**src/rtl/prio_arbiter_rr.sv**
```systemverilog
// Registered N-input arbiter, fixed-priority or round-robin, grant held until ack.
// Optional PRIO_ARBITER_STATS_EN adds gnt_count and idle_err outputs.
module prio_arbiter_rr #(
    parameter  int unsigned N = 8,
    localparam int unsigned W = $clog2(N)
) (
    input  logic         clk,
    input  logic         rst_n,
    input  logic         en,
    input  logic         mode,
    input  logic [N-1:0] req,
    input  logic         ack,
    output logic         gnt_valid,
    output logic [W-1:0] gnt_idx,
    output logic [N-1:0] gnt_onehot
`ifdef PRIO_ARBITER_STATS_EN
    ,
    output logic [15:0]  gnt_count,
    output logic         idle_err
`endif
);

    typedef enum logic {IDLE, GRANT} state_t;

    state_t         state, state_nxt;
    logic [W-1:0]   last, last_nxt;
    logic [W-1:0]   ptr;
    logic [W-1:0]   fixed_idx, rr_idx, win_idx;
    logic           rr_found;
    logic           valid_nxt;
    logic [W-1:0]   idx_nxt;
    logic [N-1:0]   onehot_nxt;
    int unsigned    cand;

    // An ack on this edge moves the pointer before the back-to-back arbitration.
    assign ptr = (state == GRANT && ack) ? gnt_idx : last;

    always_comb begin
        fixed_idx = '0;
        for (int unsigned i = 0; i < N; i++) begin
            if (req[i[W-1:0]]) fixed_idx = i[W-1:0];
        end
        rr_idx   = '0;
        rr_found = 1'b0;
        cand     = 0;
        for (int unsigned k = 1; k <= N; k++) begin
            cand = 32'(ptr) + k;
            if (cand >= N) cand = cand - N;
            if (!rr_found && req[cand[W-1:0]]) begin
                rr_idx   = cand[W-1:0];
                rr_found = 1'b1;
            end
        end
        win_idx = mode ? rr_idx : fixed_idx;
    end

    always_comb begin
        state_nxt  = state;
        last_nxt   = last;
        valid_nxt  = gnt_valid;
        idx_nxt    = gnt_idx;
        onehot_nxt = gnt_onehot;
        unique case (state)
            IDLE: begin
                if (en && (req != '0)) begin
                    state_nxt  = GRANT;
                    valid_nxt  = 1'b1;
                    idx_nxt    = win_idx;
                    onehot_nxt = N'(1) << win_idx;
                end else begin
                    valid_nxt  = 1'b0;
                    idx_nxt    = '0;
                    onehot_nxt = '0;
                end
            end
            GRANT: begin
                if (ack) begin
                    last_nxt = gnt_idx;
                    if (en && (req != '0)) begin
                        valid_nxt  = 1'b1;
                        idx_nxt    = win_idx;
                        onehot_nxt = N'(1) << win_idx;
                    end else begin
                        state_nxt  = IDLE;
                        valid_nxt  = 1'b0;
                        idx_nxt    = '0;
                        onehot_nxt = '0;
                    end
                end
            end
            default: state_nxt = IDLE;
        endcase
    end

    always_ff @(posedge clk or negedge rst_n) begin
        if (!rst_n) begin
            state      <= IDLE;
            last       <= W'(N - 1);
            gnt_valid  <= 1'b0;
            gnt_idx    <= '0;
            gnt_onehot <= '0;
        end else begin
            state      <= state_nxt;
            last       <= last_nxt;
            gnt_valid  <= valid_nxt;
            gnt_idx    <= idx_nxt;
            gnt_onehot <= onehot_nxt;
        end
    end

`ifdef PRIO_ARBITER_STATS_EN
    always_ff @(posedge clk or negedge rst_n) begin
        if (!rst_n) begin
            gnt_count <= '0;
            idle_err  <= 1'b0;
        end else begin
            idle_err <= (state == IDLE) && ack;
            if ((state == GRANT) && ack && (gnt_count != '1))
                gnt_count <= gnt_count + 16'd1;
        end
    end
`else
    // Core only: no statistics state.
`endif

endmodule

```
**config.mk**
```make
export PLATFORM = sky130hd
export DESIGN_NAME = prio_arbiter_rr
export DESIGN_NICKNAME = d
export VERILOG_FILES = /design/src/rtl/prio_arbiter_rr.sv
export SDC_FILE = /design/constraint.sdc
export NUM_CORES = 1
export LEC_CHECK = 0
export CAP_MARGIN = 20
export CORE_MARGIN = 3
export CORE_UTILIZATION = 55
export CTS_BUF_LIST = sky130_fd_sc_hd__clkbuf_4 sky130_fd_sc_hd__clkbuf_8 sky130_fd_sc_hd__clkbuf_16
export CTS_CLUSTER_SIZE = 28
export DETAILED_ROUTE_END_ITERATION = 7
export GPL_ROUTABILITY_DRIVEN = 0
export GPL_TIMING_DRIVEN = 0
export PLACE_DENSITY = 0.83
export SLEW_MARGIN = 20
export SYNTH_ARGS = -nofsm -noshare
export SYNTH_HDL_FRONTEND = slang
export SYNTH_SLANG_ARGS = --single-unit
```
**constraint.sdc**
```tcl
create_clock -name clk -period 5.4 [get_ports clk]
set_clock_uncertainty 0.2 [all_clocks]
set_input_delay 0.81 -clock clk [delete_from_list [all_inputs] [get_ports clk]]
set_output_delay 0.81 -clock clk [all_outputs]
set_load 0.02 [all_outputs]
```
* Word level (Yosys, flattened, before mapping) *
Cells that the tools add are included.

cells by class
  order comparisons = 16
  shift operators = 1
  mux-type cells = 59
  add/subtract/negate cells = 16
  eq/ne operators = 1
  bitwise logic cells = 1
  reduce and logical (&&, ||, !) cells = 18

operators with widths
  kind                                                  number
  two-way mux 3 bit                                     24
  < comparator 3 x 4 -> 1 bit (second input constant)   8
  >= comparator 4 bit (second input constant)           7
  binary-select mux 1 bit (select 3 bit)                8
  subtractor 3 x 1 -> 3 bit (second input constant)     8
  two-way mux 1 bit                                     19
  adder 3 x 3 -> 4 bit (second input constant)          4
  two-way mux 8 bit                                     2
  case mux 8 bit (2 select lines)                       1
  logical AND 1 bit                                     9
  adder 3 x 2 -> 4 bit (second input constant)          2
  nonzero test 8 bit                                    1
  left shift 1 x 3 -> 8 bit (first input constant)      1
  zero test 1 bit                                       7
  case mux 3 bit (2 select lines)                       1
  adder 3 x 4 -> 5 bit (second input constant)          1
  >= comparator 5 x 4 -> 1 bit (second input constant)  1
  adder 3 x 1 -> 4 bit (second input constant)          1
  two-way mux 2 bit                                     2
  case mux 1 bit (2 select lines)                       2
  != test 2 bit (second input constant)                 1
  AND reduction 2 bit                                   1
  NOT 1 bit                                             1

storage, ports and cells
  output and inout bits = 12
  flip-flop bits (word level) = 16
  input bits = 13
  logic and storage cells = 117

* Logic depth before layout (Yosys ltp) *
Gate-level depths: netlist of run 1.

  word-level depth = 34
  depth in mapped cells = 14
  mapped depth without buffers = 12

* Least setup slack after synthesis of run 1 *
Ideal clock, no wire load.

  kind = input-to-reg
  start = input ack
  end = register gnt_onehot[7]
  setup time = 0.110 ns
  arrival time = 3.873 ns
  setup slack = 1.217 ns
  data required time = 5.090 ns
  path buffers = 2
  stages = 12
  cell sequence = buf_2 -> a21bo_1 -> and2_1 -> inv_2 -> clkbuf_1 -> ha_1 -> inv_1 -> mux4_2 -> or4_4 -> o221ai_2 -> a311oi_2 -> o41ai_1

between the ends
  cells in the longest elaborated chain, start to end = 34
  elaborated cells between the ends (all ways) = 85
  classes of those cells = add/sub: 16; order compare: 8; eq/ne: 1; shift: 1; mux: 44; reduce/logical: 15

RTL lines
  item                                                              line    text
  start: declaration                                                12      input logic ack,
  logical AND 1 bit                                                 36      assign ptr = (state == GRANT && ack) ? gnt_idx : last;
  two-way mux 3 bit                                                 36
  adder 3 x 1 -> 4 bit                                              47      cand = 32'(ptr) + k;
  >= comparator 4 bit or subtractor 3 x 1 -> 3 bit (tied branches)  48      if (cand >= N) cand = cand - N;
  two-way mux 3 bit                                                 48
  binary-select mux 1 bit (select 3 bit)                            49      if (!rr_found && req[cand[W-1:0]]) begin
  two-way mux 1 bit (implied by the code)                           49
  two-way mux 1 bit                                                 49
  (+18 left out)                                                    n/a
  zero test 1 bit                                                   49
  logical AND 1 bit                                                 49
  two-way mux 3 bit                                                 49
  two-way mux 3 bit                                                 54      win_idx = mode ? rr_idx : fixed_idx;
  left shift 1 x 3 -> 8 bit                                         69, 82
  two-way mux 8 bit                                                 65, 79
  two-way mux 8 bit                                                 77      if (ack) begin
  case mux 8 bit (2 select lines)                                   63      unique case (state)
  end signal: assignment                                            107     gnt_onehot <= onehot_nxt;
  end: declaration                                                  15      output logic [N-1:0] gnt_onehot

Parallel ways exist; a longest one is shown, timed or not. The select of a mux whose other input is x is not followed.
A chain may end at the register's enable or synchronous reset.

* Worst setup path after layout of run 1 *
Same ends and word-level chain as after synthesis.

==> results of run 1 <==
## per-stage QoR
stage	util, %	instances	power [mW]	instance area (um2)	hold slack [ns]
global route	68.0	298	1.09	2090	0.305
finish	68.0	298	1.01	2090	0.291
floorplan	-	229	0.718	1790	0.314
global placement	66.8	294	0.893	2060	0.261
detailed placement	66.8	294	0.904	2060	0.262
CTS	68.0	298	0.989	2090	0.296
## cell type report
class / count / area (um2)
buffer: 15 / 78.8
clock buffer: 4 / 36.3
fill: 261 / 986
inverter: 8 / 30.0
multi-input combinational: 190 / 1280
sequential: 16 / 404
tap: 44 / 55.1
timing repair buffer: 21 / 210
## power by group through the flow
stage,Clock [mW],Sequential [mW],Combinational [mW]
floorplan,0,0.202,0.516
global placement,0,0.179,0.713
detailed placement,0,0.179,0.725
CTS,0.0824,0.177,0.730
global route,0.0883,0.181,0.818
finish,0.0791,0.178,0.753
## flip-flops by register name, summed over array words and instances, names as in the netlist
register    cells
gnt_valid       1
gnt_onehot      8
last            3
state           1
gnt_idx         3
## cell families (layout without fill, tap and decap cells)
| logic type | count (synthesis) | in the layout | share of synthesized area (%) |
|---|---|---|---|
| compound gates | 78 | 78 | 32.2 |
| xor+xnor | 4 | 4 | 2.38 |
| fa+ha+maj | 1 | 1 | 0.699 |
| buf+inv | 23 | 48 | 6.08 |
| flops | 16 | 16 | 22.6 |
| mux | 11 | 11 | 7.69 |
| simple gates | 96 | 96 | 28.4 |
## worst paths after layout
| kind | end | slack (ns) | cells past startpoint |
|---|---|---|---|
| setup / recovery | gnt_onehot[7]$_DFFE_PN0P_ | 0.49 | 13 |
| hold / removal | gnt_onehot[3]$_DFFE_PN0P_ | 0.29 | 2 |
| setup reg to reg | gnt_onehot[7]$_DFFE_PN0P_ | 1.07 | 11 |
| hold reg to reg | gnt_onehot[3]$_DFFE_PN0P_ | 0.29 | 2 |
| max in group asynchronous | gnt_idx[1]$_DFFE_PN0P_ | 3.79 | 1 |
| min in group asynchronous | gnt_onehot[3]$_DFFE_PN0P_ | 0.74 | 1 |
## routing by layer
layer	vias to the layer above	global-route usage, %	share of wire (%)
met3	39	7.31	12
met5	-	0	0
met2	166	43.9	44
li1	933	-	-
met4	0	12.1	4.0
met1	919	37.2	41
## placed cells by master, fill, tap and decap left out, types with 3 or more instances in the layout
cell type	Yosys	routed
clkdlybuf4s50_1	0	21
nand2b_1	3	3
o211ai_1	3	3
o21ai_0	7	7
nor2_1	16	16
clkbuf_1	7	7
o21ai_1	10	10
buf_2	6	6
o21a_1	3	3
mux2i_1	7	7
a22o_1	3	3
dfstp_2	3	3
nor3_1	4	4
a21oi_1	9	9
nand4_1	5	5
dfrtp_1	13	13
o41ai_1	4	4
clkbuf_4	0	3
a21o_1	5	5
o2111ai_1	3	3
a211oi_1	3	3
a32o_1	4	4
and2_1	7	7
nand3_1	17	17
nand2_1	28	28
xnor2_1	3	3
inv_1	6	6
## worst reg2reg max path: cells and delay by family, from the launching register on
kind	cells	cell delay, ns
adder cells (fa/ha/maj)	1	0.43
flip-flops	1	0.56
buffers and inverters	3	0.69
multiplexers	1	0.60
AO/OA/AOI/OAI	4	1.03
AND/OR/NAND/NOR	2	0.69
==> summary.txt, run 1 <==
Yosys
  • Async set-reset flop share out of synthesis: between 90% and 100%
  • Synth area leader: dfrtp_1
  • Netlist cell types: between 60 and 70
  • Top cell type's share of synthesized area: between 10% and 20%
  • Synth Instances: ~230
  • Syn nets: 243
  • Cell Area, Synth: around 1800 um2
  • Register area share after synthesis: 22.6%
  • Flops & latches, synth: 16
  • Dominant synthesized flop cell: dfrtp_1
  • YS warnings: 0
  • Syn_area_per_cell: a little under 8 um2
  • EDFF count, synth: 0
  • Most common library cells after synthesis: 28 x nand2_1, 17 x nand3_1, 16 x nor2_1, 13 x dfrtp_1, 10 x o21ai_1
  • Most common cell in the netlist: nand2_1
  • Top cells by area, synth: dfrtp_1 18%, nand2_1 5.9%, nand3_1 4.8%

Floorplan
  • Starting Density: roughly 58%
  • Die height: 63.1 um
  • Die Wd: between 60 and 70 um
  • Num rows: 20
  • DIE AREA: 3980 um2
  • Top Ports: 25
  • Core Region: ~3000 um2

Timing
  • Worst-margin pin slew: roughly 0.73 ns
  • RSZ-0062 raised after global routing: no
  • Final Hold Viols: 0
  • Final setup margin: slightly below 0.5 ns
  • Final Max Slew Viols: 0
  • Final period util: 91.0%
  • # setup viols final: 0
  • Max-slew headroom: between 50 and 60%
  • Setup tns final: 0 ns
  • Fmax: 204 MHz
  • Min cycle time layout: 4.91 ns

Clocking
  • Worst-case clock buffer depth: 2
  • Clock root buffer: clkbuf_4
  • Num CTS Buffers: 3
  • CTS tree: built
  • Clock sink total: 16
  • CTS clock-pin slew for the worst setup and hold paths: around 0.09 ns
  • Hold buffer count at cts: 0
  • H-tree levels: 1
  • Post-cts sizing count: 0
  • Post-CTS Setup Bufs: 0
  • Worst skew pair latency: about 0.29 ns

Power and ir drop
  • Worst vdd ir: between 0.0002 and 0.0003 V
  • Logic pwr share: around 75%
  • PD cells: 483 nW/um2
  • Switching pwr: 0.518 mW
  • LEAKAGE: about 0.85 nW
  • Sequential share of power: 17.6%
  • Clock share of power: 7.8%
  • Sw frac: between 50 and 60%
  • Int Pwr: ~0.49 mW

Critical path
  • CP Buf/Inv Count: 5
  • RR Startpoint: last[1]$_DFFE_PN1N_
  • CP delay by family, top: buffers and inverters
  • CP Class: input pin to flop
  • Worst-path fanout max: 11
  • CP startpoint: ack
  • WP data arrival: 4.88 ns
  • Crit-path max cell delay: roughly 0.60 ns
  • CP Capture Type: flop
  • Critical Path RT: ~5.4 ns
  • Slowest cell on crit path: mux4_2
  • Setup crit start kind: input pin
  • Cell Chain, Critical Path: clkdlybuf4s50_1 -> buf_2 -> nand3_1 -> and2_1 -> inv_2 -> clkbuf_1 -> ha_1 -> inv_1 -> mux4_2 -> or4_4 -> o221ai_2 -> a311oi_2 -> o41ai_1

Run status
  • Status: finished, final reports clean

Global routing
  • Vias in the first global route: 1947
  • GR Overflow Total: 0
  • Total global-route track usage: 28.4%
  • Initial antenna violation count: 0
  • First-pass GRT wire length: ~9100 um
  • Largest net degree at the start of global routing: 17

Place
  • DPL Wire Length: between 4000 and 5000 um
  • Pre-CTS setup slack: slightly above 0.3 ns
  • I/O Buffers: 21

Routing
  • DRC violation count after routing: 0
  • Drt first-iter violations: about 320
  • Vias per std cell: slightly below 7
  • Routed WL: ~5300 um
  • Via count: approximately 2000
  • 1st-pass router iterations: 7
  • Number of antenna-violating nets in the routed design: 0
  • Routed wire per std cell: 17.8 um

Layout
  • NumNets Final: roughly 270
  • Share of cells above drive strength 1: between 10% and 20%
  • Layout area overhead: 16.8%
  • Diodes inserted: 0

Flow run
  • Max-cap violations: 0

Min path
  • Hold Path Origin: gnt_onehot[3]$_DFFE_PN0P_
  • HP Class: flop to flop
No activity file was read; power rests on OpenSTA's default activity.
==> run 2, diff against run 1 <==
==> constraint.sdc (replaced) <==
create_clock -name clk -period 5.4 [get_ports clk]
set_clock_uncertainty 0.2 [all_clocks]
set_input_delay 0.54 -clock clk [delete_from_list [all_inputs] [get_ports clk]]
set_output_delay 0.54 -clock clk [all_outputs]
set_load 0.02 [all_outputs]
==> results of run 2 <==
Same layout as run 1 (identical final DEF). Status: finished, final reports clean.
Among the figures that moved: setup slack after placement 0.306 ns -> 0.576 ns; setup slack after layout 0.488 ns -> 0.758 ns
